File: config.mk
export PLATFORM = sky130hd
export DESIGN_NAME = fft_input_loader
export DESIGN_NICKNAME = d
export VERILOG_FILES = /design/src/rtl/fft_pkg.sv /design/src/rtl/byte_timeout_timer.sv /design/src/rtl/fft_input_loader.sv
export SDC_FILE = /design/constraint.sdc
export NUM_CORES = 1
export LEC_CHECK = 0
export CORE_MARGIN = 4
export CORE_UTILIZATION = 57
export DETAILED_ROUTE_END_ITERATION = 10
export PLACE_DENSITY = 0.88
export RECOVER_POWER = 50
export SLEW_MARGIN = 20
export SYNTH_ARGS = -nofsm -noshare
export SYNTH_HDL_FRONTEND = slang
export SYNTH_SLANG_ARGS = --single-unit
File: constraint.sdc
create_clock -name clk -period 5.4 [get_ports clk]
set_input_delay 1.08 -clock clk [delete_from_list [all_inputs] [get_ports clk]]
set_output_delay 1.08 -clock clk [all_outputs]
set_load 0.02 [all_outputs]
File: src/rtl/fft_pkg.sv
// -----------------------------------------------------------------------------
// fft_pkg
// Shared definitions for the FFT input/output address controllers:
//   - state_e     : loader FSM state encoding (COLLECT, START, WAIT_DONE)
//   - bitrev()    : reverses the low 'size' bits of a value (DIT input order)
//   - TIMEOUT_CYC : default inter-byte timeout in clock cycles
// -----------------------------------------------------------------------------
package fft_pkg;

    typedef enum logic [1:0] {
        COLLECT   = 2'd0,
        START     = 2'd1,
        WAIT_DONE = 2'd2
    } state_e;

    localparam int DEF_T_1_BIT      = 5207;
    localparam int DEF_TIMEOUT_BITS = 20;
    localparam int TIMEOUT_CYC      = DEF_TIMEOUT_BITS * DEF_T_1_BIT;

    // Reverse the low 'size' bits of v; bits above 'size' are returned as 0.
    function automatic logic [31:0] bitrev(input logic [31:0] v, input int size);
        logic [31:0] r;
        r = '0;
        for (int i = 0; i < size; i++) begin
            r[i] = v[size-1-i];
        end
        return r;
    endfunction

endpackage

File: src/rtl/byte_timeout_timer.sv
// -----------------------------------------------------------------------------
// byte_timeout_timer
// Inter-byte gap timer. Counts clock cycles while 'run' is high and 'clear'
// is low; raises 'expire' during the cycle in which the count reaches CYC-1.
// Ports:
//   clk    in  system clock
//   rst    in  asynchronous, active-high reset
//   run    in  count enable; when low the counter is held at zero
//   clear  in  synchronous clear (a byte arrived)
//   expire out combinational, high while running with count == CYC-1
// -----------------------------------------------------------------------------
module byte_timeout_timer
    import fft_pkg::*;
#(
    parameter int CYC = TIMEOUT_CYC
) (
    input  logic clk,
    input  logic rst,
    input  logic run,
    input  logic clear,
    output logic expire
);

    localparam int W = (CYC > 1) ? $clog2(CYC) : 1;

    logic [W-1:0] count_q, count_d;

    // NOTE: every branch assigns count_d, so no latch is inferred.
    always_comb begin
        if (clear || !run) begin
            count_d = '0;
        end else begin
            count_d = count_q + W'(1);
        end
    end

    // NOTE: sequential state is updated with non-blocking assignments only.
    always_ff @(posedge clk or posedge rst) begin
        if (rst) begin
            count_q <= '0;
        end else begin
            count_q <= count_d;
        end
    end

    assign expire = run && (count_q == W'(CYC - 1));

endmodule

File: src/rtl/fft_input_loader.sv
// -----------------------------------------------------------------------------
// fft_input_loader
// Assembles little-endian UART bytes into samples and writes each sample into
// the FFT working memory. After N samples it pulses flag_start_FFT and ignores
// input until fft_done hands the memory back. A partial sample is dropped
// (frame_err pulse) if the gap between bytes reaches TIMEOUT_BITS bit times.
//
// Build option: define BIT_REVERSE_EN to write samples at bit-reversed
// addresses; otherwise samples are written in natural order.
//
// Ports:
//   clk            in   system clock
//   rst            in   asynchronous, active-high reset
//   rx_valid       in   one-cycle strobe per received byte
//   rx_byte        in   received byte
//   fft_done       in   output side finished; memory free again
//   wr_en          out  memory write strobe (one cycle)
//   wr_ptr         out  memory write address
//   wr_data        out  memory write data
//   flag_start_FFT out  one-cycle pulse, frame loaded
//   busy           out  high while the FFT/output side owns the memory
//   frame_err      out  one-cycle pulse on inter-byte timeout
// -----------------------------------------------------------------------------
module fft_input_loader
    import fft_pkg::*;
#(
    parameter int N            = 16,
    parameter int SIZE         = 4,
    parameter int DATA_W       = 16,
    parameter int SAMPLE_BYTES = 2,
    parameter int t_1_bit      = DEF_T_1_BIT,
    parameter int TIMEOUT_BITS = DEF_TIMEOUT_BITS
) (
    input  logic              clk,
    input  logic              rst,
    input  logic              rx_valid,
    input  logic [7:0]        rx_byte,
    input  logic              fft_done,
    output logic              wr_en,
    output logic [SIZE-1:0]   wr_ptr,
    output logic [DATA_W-1:0] wr_data,
    output logic              flag_start_FFT,
    output logic              busy,
    output logic              frame_err
);

    localparam int WORD_W = 8 * SAMPLE_BYTES;
    localparam int BC_W   = (SAMPLE_BYTES > 1) ? $clog2(SAMPLE_BYTES) : 1;

    state_e              state_q, state_d;
    logic [BC_W-1:0]     byte_cnt_q, byte_cnt_d;
    logic [SIZE-1:0]     sample_cnt_q, sample_cnt_d;
    logic [WORD_W-1:0]   word_q, word_d;
    logic                wr_en_q, wr_en_d;
    logic [SIZE-1:0]     wr_ptr_q, wr_ptr_d;
    logic [DATA_W-1:0]   wr_data_q, wr_data_d;
    logic                flag_q, flag_d;
    logic                busy_q, busy_d;
    logic                err_q, err_d;

    logic                last_byte;
    logic                last_sample;
    logic                timer_run;
    logic                timer_expire;
    logic [SIZE-1:0]     ptr_map;

    assign last_byte   = (byte_cnt_q == BC_W'(SAMPLE_BYTES - 1));
    assign last_sample = (sample_cnt_q == SIZE'(N - 1));
    assign timer_run   = (state_q == COLLECT) && (byte_cnt_q != '0);

`ifdef BIT_REVERSE_EN
    assign ptr_map = SIZE'(bitrev(32'(sample_cnt_q), SIZE));
`else
    assign ptr_map = sample_cnt_q;
`endif

    byte_timeout_timer #(
        .CYC (TIMEOUT_BITS * t_1_bit)
    ) u_timer (
        .clk    (clk),
        .rst    (rst),
        .run    (timer_run),
        .clear  (rx_valid),
        .expire (timer_expire)
    );

    // ---------------- FSM: state register ----------------
    always_ff @(posedge clk or posedge rst) begin
        if (rst) begin
            state_q <= COLLECT;
        end else begin
            state_q <= state_d;
        end
    end

    // ---------------- FSM: next state ----------------
    always_comb begin
        state_d = state_q;
        case (state_q)
            COLLECT:   if (rx_valid && last_byte && last_sample) state_d = START;
            START:     state_d = WAIT_DONE;
            WAIT_DONE: if (fft_done) state_d = COLLECT;
            default:   state_d = COLLECT;
        endcase
    end

    // ---------------- FSM: outputs (registered below) ----------------
    // busy follows the next state so it is high exactly while state_q is
    // WAIT_DONE, rising together with the flag_start_FFT pulse.
    always_comb begin
        flag_d = (state_q == START);
        busy_d = (state_d == WAIT_DONE);
    end

    // ---------------- Byte assembly and memory write ----------------
    always_comb begin
        byte_cnt_d   = byte_cnt_q;
        sample_cnt_d = sample_cnt_q;
        word_d       = word_q;
        wr_en_d      = 1'b0;
        wr_ptr_d     = wr_ptr_q;
        wr_data_d    = wr_data_q;
        err_d        = 1'b0;
        if (state_q == COLLECT) begin
            if (rx_valid) begin
                // A byte on the expiry cycle wins over the timeout.
                word_d[int'(byte_cnt_q)*8 +: 8] = rx_byte;
                if (last_byte) begin
                    byte_cnt_d   = '0;
                    wr_en_d      = 1'b1;
                    wr_data_d    = word_d[DATA_W-1:0];
                    wr_ptr_d     = ptr_map;
                    sample_cnt_d = last_sample ? '0 : sample_cnt_q + SIZE'(1);
                end else begin
                    byte_cnt_d = byte_cnt_q + BC_W'(1);
                end
            end else if (timer_expire) begin
                byte_cnt_d = '0;
                err_d      = 1'b1;
            end
        end
    end

    always_ff @(posedge clk or posedge rst) begin
        if (rst) begin
            byte_cnt_q   <= '0;
            sample_cnt_q <= '0;
            word_q       <= '0;
            wr_en_q      <= 1'b0;
            wr_ptr_q     <= '0;
            wr_data_q    <= '0;
            flag_q       <= 1'b0;
            busy_q       <= 1'b0;
            err_q        <= 1'b0;
        end else begin
            byte_cnt_q   <= byte_cnt_d;
            sample_cnt_q <= sample_cnt_d;
            word_q       <= word_d;
            wr_en_q      <= wr_en_d;
            wr_ptr_q     <= wr_ptr_d;
            wr_data_q    <= wr_data_d;
            flag_q       <= flag_d;
            busy_q       <= busy_d;
            err_q        <= err_d;
        end
    end

    assign wr_en          = wr_en_q;
    assign wr_ptr         = wr_ptr_q;
    assign wr_data        = wr_data_q;
    assign flag_start_FFT = flag_q;
    assign busy           = busy_q;
    assign frame_err      = err_q;

endmodule

---- Word-level counts from Yosys, hierarchy flattened ----
Index checks and enable logic that the tools add are counted.
operators by class
  reductions and logical operators ........ 11
  shifts and indexed selects .............. 2
  add/subtract/negate cells ............... 4
  eq/ne operators ......................... 5
  muxes and demuxes ....................... 15
operators by type and width
  cell                                                    number
  negator 4 -> 33 bit                                     1
  variable shift 8 x 33 -> 16 bit (first input constant)  1
  indexed part select 8 x 33 -> 16 bit                    1
  adder 17 x 1 -> 17 bit (second input constant)          1
  equality test 17 bit (second input constant)            1
  2-to-1 mux 17 bit                                       1
  bitwise mux 16 bit                                      1
  2-to-1 mux 1 bit                                        9
  one-hot mux 2 bit (3 select lines)                      1
  adder 4 x 1 -> 4 bit (second input constant)            1
  equality test 2 bit (second input constant)             2
  equality test 4 bit (second input constant)             1
  logical AND 1 bit                                       4
  2-to-1 mux 2 bit                                        2
  2-to-1 mux 4 bit                                        1
  AND reduction 2 bit                                     2
  AND reduction 3 bit                                     1
  equality test 2 x 1 -> 1 bit (second input constant)    1
  zero test 2 bit                                         1
  nonzero test 2 bit                                      1
  adder 1 bit (second input constant)                     1
  zero test 1 bit                                         1
  logical OR 1 bit                                        1
word-level totals
  register bits after elaboration ......... 64
  word-level logic and storage cells ...... 48

---- Depth between registers and ports, before layout ----
  depth in word-level cells ............... 6
  gate-level depth with buffers ........... 6
  mapped depth without buffers ............ 4

---- Cells and area by module ----
A second synthesis with hierarchy kept.
second synthesis, totals
  cell total of the unflattened synthesis .. 237
  area, all modules ....................... 2457.4 um^2
modules (own cells, without submodules)
  module              times used  area an instance (um^2)  seq. area each (um^2)  cells an instance
  fft_input_loader    1           1502.7                   975.9                  140
  byte_timeout_timer  1           954.7                    425.4                  97

---- Worst setup path before layout ----
OpenSTA, ideal clock, no wires.
  kind .................................... input -> register
  from .................................... input rx_valid
  to ...................................... register word_q[0]
  buffers on the path ..................... 0
  data required time ...................... 5275 ps
  arrival ................................. 1854 ps
  setup slack ............................. 3421 ps
  cell stages on the path ................. 2
  cell sequence ........................... nor4b_4 mux2_2
on the way
  cells in the longest elaborated chain, start to end .. 1
RTL lines
  element                        line                     RTL
  start: declaration             fft_input_loader.sv:36   input logic rx_valid,
  AND reduction 2 bit (no line)  n/a
  end signal: assignment         fft_input_loader.sv:158  word_q <= word_d;
  end: declaration               fft_input_loader.sv:53   logic [WORD_W-1:0] word_q, word_d;
No other way between the ends.
A chain may end at the register's enable or synchronous reset.

---- Worst setup path in the final report ----
  from .................................... input rx_valid
  to ...................................... register sample_cnt_q[2], in the netlist ptr_map[2]
on the way
  cells in the longest elaborated chain, start to end .. 1
RTL lines
  element                        line                     RTL
  AND reduction 3 bit (no line)  n/a
  end signal: assignment         fft_input_loader.sv:157  sample_cnt_q <= sample_cnt_d;
  end: declaration               fft_input_loader.sv:52   logic [SIZE-1:0] sample_cnt_q, sample_cnt_d;
No other way between the ends.

==> impl_metrics.tcl <==
set metrics [dict create \
    run_status "completed" \
    area_growth_pct 19.8 \
    crit-reg2reg-capture "ptr_map[2]$_DFFE_PP0P_" \
    arrival_ns 3.43 \
    buffer_ports.inserted 35 \
    post-place-cells 312 \
    yosysSeqAreaShare_pct 58.0 \
    routedWlPerCell_um 14.6 \
    timing.hold.worst_path_depth 2 \
    yosys_register_bits 56 \
    synth_area_per_cell_um2 10.4 \
    row_count 23 \
    grt_use_total_pct 19.3 \
    num_antenna_cells 0 \
    synthesis.nets 247 \
    synth_warnings 0 \
    dieArea_um2 5340 \
    cts_sinks 56 \
    clk_pin_slew_ns 0.12 \
    worst_r2r_startpoint "state_q[0]$_DFF_PP0_" \
    ctsHtreeMaxLevel 2 \
    seqPwrFrac_pct 51.0 \
    viasPerCell 5.55 \
    critPathRequiredTime_ns 5.64 \
    power.combinational.fraction_pct 26.6 \
    end_kind "register" \
    p_sw_share_pct 32.6 \
    routed_wirelength_um 4660 \
    finalSetupViolations 0 \
    floorplan.die.width_um 73.1 \
    r2r_setup_slack_ns 3.09 \
    startpoint "rx_valid" \
    cts_tree "built" \
    detail_route.drc_violations 0 \
    std_cell_core_area_um2 4060 \
    die_y_um 73.1 \
    antenna_left 0 \
    critical_path_class "in -> reg" \
    hpwlAfterDp_um 3240 \
    power-per-cell-area_nw_per_um2 371 \
    overflow 0 \
    drt_pass1_iterations 4 \
    worst_slew_pin_slew_ns 1.11 \
    synth.distinct_cells 33 \
    r2r_cells 5 \
    cts_resized 0 \
    p_leak_nw 1.25 \
    relSlewSlack_pct 26.0 \
    cellInternalPower_mw 0.724 \
    gp_congestion 0.856 \
    drv_slew 0 \
    worstPathMaxFanout 26 \
    max_freq_mhz 313 \
    syn-cell-area_um2 2410 \
    dr_total_vias 1776 \
    layout-drive-gt1-share_pct 8.52 \
    dr.first_iter.drc_count 127 \
    timing.critical_path.to "ptr_map[2]$_DFFE_PP0P_" \
    syn-instance-count 233 \
    grt_max_degree 57 \
    switchingPower_mw 0.350 \
    clock_tree.buffer_depth 2 \
    layout.nets 283 \
    grt_antenna_before_repair 0 \
    clkLatencyLatePin_ns 0.33 \
    vdd_ir_drop_max_v 0.000293 \
    initial_core_util_pct 59.5 \
    cts_root_buf "sky130_fd_sc_hd__clkbuf_8" \
    cts_made_buffers 5 \
    worstSetupStartpointType "input port" \
    cts_setup_buffers 0 \
    report.final.hold_viol_count 0 \
    rsz_0062_raised_after_global_routing "false" \
    io_pins 36 \
    worst_hold_path_type "reg -> reg" \
    wire_length_of_the_first_global_routing_pass_um 7980 \
    fillers 298 \
    setup-tns-final_ns 0 \
    finalWorstPathRequiredPeriod_ns 3.19 \
    worst_clock_skew_ns 0.0167 \
    vias_in_the_first_global_route 1715 \
    cts-hold-fix-buffers 0 \
    clock_power_share_pct 22.4 \
    drv.max_cap_violation_count 0 \
    period_share_pct 59.1 \
    layoutNonFillerInstCount 320 \
]
-- power groups by stage --
stage / clock network (mW) / registers, mW / logic, mW
final: 0.241 / 0.548 / 0.286
after global routing: 0.260 / 0.560 / 0.313
after CTS: 0.243 / 0.549 / 0.291
after detailed placement: 0 / 0.557 / 0.291
after global placement: 0 / 0.555 / 0.281
after floorplan: 0 / 0.607 / 0.102
-- worst max-delay path: stages --
cell and delay [ns]:
sky130_fd_sc_hd__dlygate4sd3_1 0.63, sky130_fd_sc_hd__nand4bb_1 0.13, sky130_fd_sc_hd__clkbuf_1 0.82, sky130_fd_sc_hd__inv_2 0.42, sky130_fd_sc_hd__nand2_1 0.19, sky130_fd_sc_hd__xnor2_1 0.13
-- metal layers --
layer / vias up / routed length [µm] / part of all wire (%) / track usage [%]
met2: 47 / 2280 / 49 / 30.6
met4: 0 / 59 / 1.3 / 6.56
met3: 6 / 254 / 5.5 / 4.82
met1: 855 / 2070 / 44 / 26.0
li1: 868 / - / - / -
met5: - / 0 / 0 / 0
-- flip-flops by register name, summed over array words and instances (netlist names) --
register         cells
flag_start_FFT       1
state_q              2
wr_data             16
u_timer.count_q     17
wr_en                1
byte_cnt_q           1
frame_err            1
busy                 1
word_q               8
ptr_map              4
wr_ptr               4
-- through the flow --
| stage | power, mW | util [%] | setup slack, ns | hold WS, ns | area, µm² |
|---|---|---|---|---|---|
| floorplan | 0.709 | - | 2.95 | 0.435 | 2410 |
| global placement | 0.836 | 69.1 | 2.63 | 0.448 | 2800 |
| detailed placement | 0.848 | 69.1 | 2.53 | 0.454 | 2800 |
| CTS | 1.08 | 71.4 | 2.84 | 0.479 | 2900 |
| global route | 1.13 | 71.3 | 1.94 | 0.502 | 2890 |
| finish | 1.07 | 71.3 | 2.21 | 0.477 | 2890 |
-- placed cells by master (no fill, tap or decap), drive strengths merged, types with 2 or more instances in the layout --
master,netlist,final
nand2,73,73
nand2b,6,6
clkbuf,0,6
mux2i,6,6
or4,4,4
nand4bb,2,2
nand4,8,8
a21oi,7,7
o21ai,5,5
or3,2,2
clkinvlp,0,2
nand3,7,7
o31ai,5,5
clkdlybuf4s50,0,32
nor2,6,6
inv,5,5
or2,2,2
nor4b,4,4
xnor2,2,2
mux2,8,8
dfrtp,56,56
nor4,7,7
dlygate4sd3,0,3
xor2,2,2
ha,2,2
-- cell families after synthesis --
family / after synthesis / share of synthesized area (%)
flip-flops: 56 / 58.0
multiplexers: 14 / 6.22
XOR/XNOR: 4 / 1.45
AO/OA/AOI/OAI: 19 / 4.77
buffers and inverters: 13 / 2.43
adder cells (fa/ha/maj): 2 / 1.04
AND/OR/NAND/NOR: 125 / 26.1
-- final cells by class --
cell class / instances / area, µm² / share of cell area, %
timing repair buffer: 37 / 362 / 12.5
multi-input combinational: 164 / 955 / 33.0
inverter: 5 / 18.8 / 0.649
sequential: 56 / 1400 / 48.4
tap: 50 / 62.6 / 2.16
clock buffer: 5 / 68.8 / 2.38
clock inverter: 3 / 26.3 / 0.908
-- synthesized netlist by cell type, drive strengths merged --
cell | instances | area share (%)
or2 | 2 | 0.52
a21oi | 7 | 1.5
buf | 8 | 1.7
nand2 | 73 | 11
nor2 | 6 | 0.93
or4 | 4 | 1.2
o21ai | 5 | 1.0
nor3b | 1 | 0.31
nor2b | 1 | 0.26
nand4 | 8 | 2.1
and2 | 1 | 0.26
ha | 2 | 1.0
inv | 5 | 0.78
mux2 | 8 | 3.7
nand4bb | 2 | 0.93
nor4 | 7 | 1.8
xor2 | 2 | 0.73
dfrtp | 56 | 58
nand2b | 6 | 1.6
xnor2 | 2 | 0.73
nand3 | 7 | 1.7
nand3b | 1 | 0.31
o32a | 1 | 0.41
mux2i | 6 | 2.5
or3 | 2 | 0.52
o31ai | 5 | 1.6
a21boi | 1 | 0.31
nor4b | 4 | 2.3
-- worst min-delay path by stage --
stage                                      from                      to  slack (ns)
after floorplan           word_q[0]$_DFFE_PP0P_  wr_data[0]$_DFFE_PP0P_        0.43
after global placement    word_q[2]$_DFFE_PP0P_  wr_data[2]$_DFFE_PP0P_        0.45
after detailed placement  word_q[2]$_DFFE_PP0P_  wr_data[2]$_DFFE_PP0P_        0.45
after CTS                 word_q[3]$_DFFE_PP0P_  wr_data[3]$_DFFE_PP0P_        0.48
after global routing      word_q[3]$_DFFE_PP0P_  wr_data[3]$_DFFE_PP0P_        0.50
final                     word_q[2]$_DFFE_PP0P_  wr_data[2]$_DFFE_PP0P_        0.48
No activity file was read; power rests on OpenSTA's default activity.
==> variant, RTL diff (config.mk and constraints unchanged) <==
Change the package constant `DEF_TIMEOUT_BITS` from 20 to 24.
--- a/src/rtl/fft_pkg.sv
+++ b/src/rtl/fft_pkg.sv
@@ -16,3 +16,3 @@
     localparam int DEF_T_1_BIT      = 5207;
-    localparam int DEF_TIMEOUT_BITS = 20;
+    localparam int DEF_TIMEOUT_BITS = 24;
     localparam int TIMEOUT_CYC      = DEF_TIMEOUT_BITS * DEF_T_1_BIT;
Function: no difference found for any inputs over 10 cycles, from zero or initial values and one cycle with rst high; that may be too few to reach the edited logic, so the function may still have changed.
==> variant against the original RTL <==
- setup slack better by 500 ps
- die area up 1.2%
- sequential cell count unchanged
- clock power down 3%
- combinational power up 2%
- design area up 1.1%
- routed wire length up 1.9%
- critical path depth down 1
- count of clock-buffer cells in the layout unchanged
- power about the same
- area after synthesis up 1.3%
- non-clock buffer count unchanged
- first-iteration DRC count down 16%
- final cell count up 1.9%
- largest cell class unchanged
==> variant: results (changes against the original RTL) <==
metric,value,unit,change
most used standard cells in the synthesized netlist,"75 x nand2_1, 56 x dfrtp_1, 9 x nand3_1",,
comb_multi_in,170,,+3.7%
required time reported for the critical path endpoint,5600,ps,-40 ps
startpoint of the lowest-slack hold path,word_q[3]$_DFFE_PP0P_,,
clock network area share,0.0321,,-0.000779
number of library cell types mapped by synthesis,35,,+6.1%
Clock Skews,8.59,ps,-8.08 ps
post-synthesis xor/xnor area fraction,0.0143,,-0.000186
via count of the first global-routing pass,1732,,+0.99%
Global Route met1 Usage,0.245,,-0.0151
status,"finished, final reports clean",,
DRC violation total after the first TritonRoute iteration,107,,-16%
total global routing track utilization,0.188,,-0.00515
total number of vias,1801,,+1.4%
depth of the worst register-to-register path,4,,-1
"Warnings, synthesis",0,,unchanged
gate count after technology mapping,242,,+3.9%
total of fill cells in the finished design,293,,-1.7%
source of the worst register-to-register timing path,state_q[1]$_DFF_PP0_,,
detailed-routed wire length on met3,161,µm,-37%
source-to-sink clock delay at the later pin of the worst-skew pair,310,ps,-20 ps
measured slew at the worst slew-check pin,724,ps,-387 ps
area of the multi-input gates,983,µm²,+3.0%
switching component of the power,0.349,mW,-0.45%
met2 track demand over resource in global routing,0.307,,+0.00123
placer's final routability congestion estimate,0.865,,+1.1%
GRT met3 Usage,0.0465,,-0.00170
maximum operating frequency,0.372,GHz,+19%
synthesized net count,256,,+3.6%
half-perimeter wire length after placement,3260,µm,+0.63%
Placed Instances,318,,+1.9%
final instance area,2930,µm²,+1.1%
multiplexer area fraction after synthesis,0.0614,,-0.000795
dpl ws,2450,ps,-79.6 ps
met2 WL post-DR,2430,µm,+6.8%
adder-cell share of the synthesized area,0.0102,,-0.000133
ranking of synthesized cells by area,"dfrtp_1 57%, nand2_1 12%, mux2_2 3.7%, mux2i_1 2.5%, nand4_1 2.0%",,
number of nets in the layout,289,,+2.1%
fraction of area in registers,0.479,,-0.00518
static leakage,1.29,nW,+2.9%
worst-path maximum fanout,24,,-7.7%
cell area after placement,2820,µm²,+0.71%
post-synthesis sequential area ratio,0.573,,-0.00742
DRT Wirelength,4750,µm,+1.9%
hold slack final,479,ps,+2.38 ps
Non-clock buffering overhead,0.125,,about the same
wire length of the first global-routing pass,7810,µm,-2.1%
area of the core,4090,µm²,+0.71%
share of layout cells above drive strength 1,0.0833,,-0.00185
worst-case hold path end point,wr_data[3]$_DFFE_PP0P_,,
"synthesized-area fraction occupied by ao, oa, aoi and oai cells",0.0547,,+0.00706
## variant: changes by cell type after synthesis, moves of 2 or more
cell      unedited run  this run
or2_2                2         0
nand2_1             73        75
nor2_1               6         8
a21o_1               0         2
nand3_1              6         9
clkbuf_1             0         3
nor4b_1              2         0
## variant: power groups by stage
stage | Sequential, mW | Clock, mW | Combinational [mW]
finish | 0.550 | 0.234 | 0.292
global placement | 0.554 | 0 | 0.286
floorplan | 0.607 | 0 | 0.104
global route | 0.561 | 0.254 | 0.322
detailed placement | 0.558 | 0 | 0.294
CTS | 0.550 | 0.241 | 0.297
## variant: cell families after synthesis
| logic type | Yosys count |
|---|---|
| AO/OA/AOI/OAI | 21 |
| XOR/XNOR | 4 |
| flip-flops | 56 |
| buffers and inverters | 16 |
| multiplexers | 14 |
| adder cells (fa/ha/maj) | 2 |
| AND/OR/NAND/NOR | 129 |
## variant: worst max-delay path, cell delays in order
cell and delay, ps:
dlygate4sd3_1 650, nand4bb_1 420, inv_2 480, nand2_1 120
xnor2_1 130
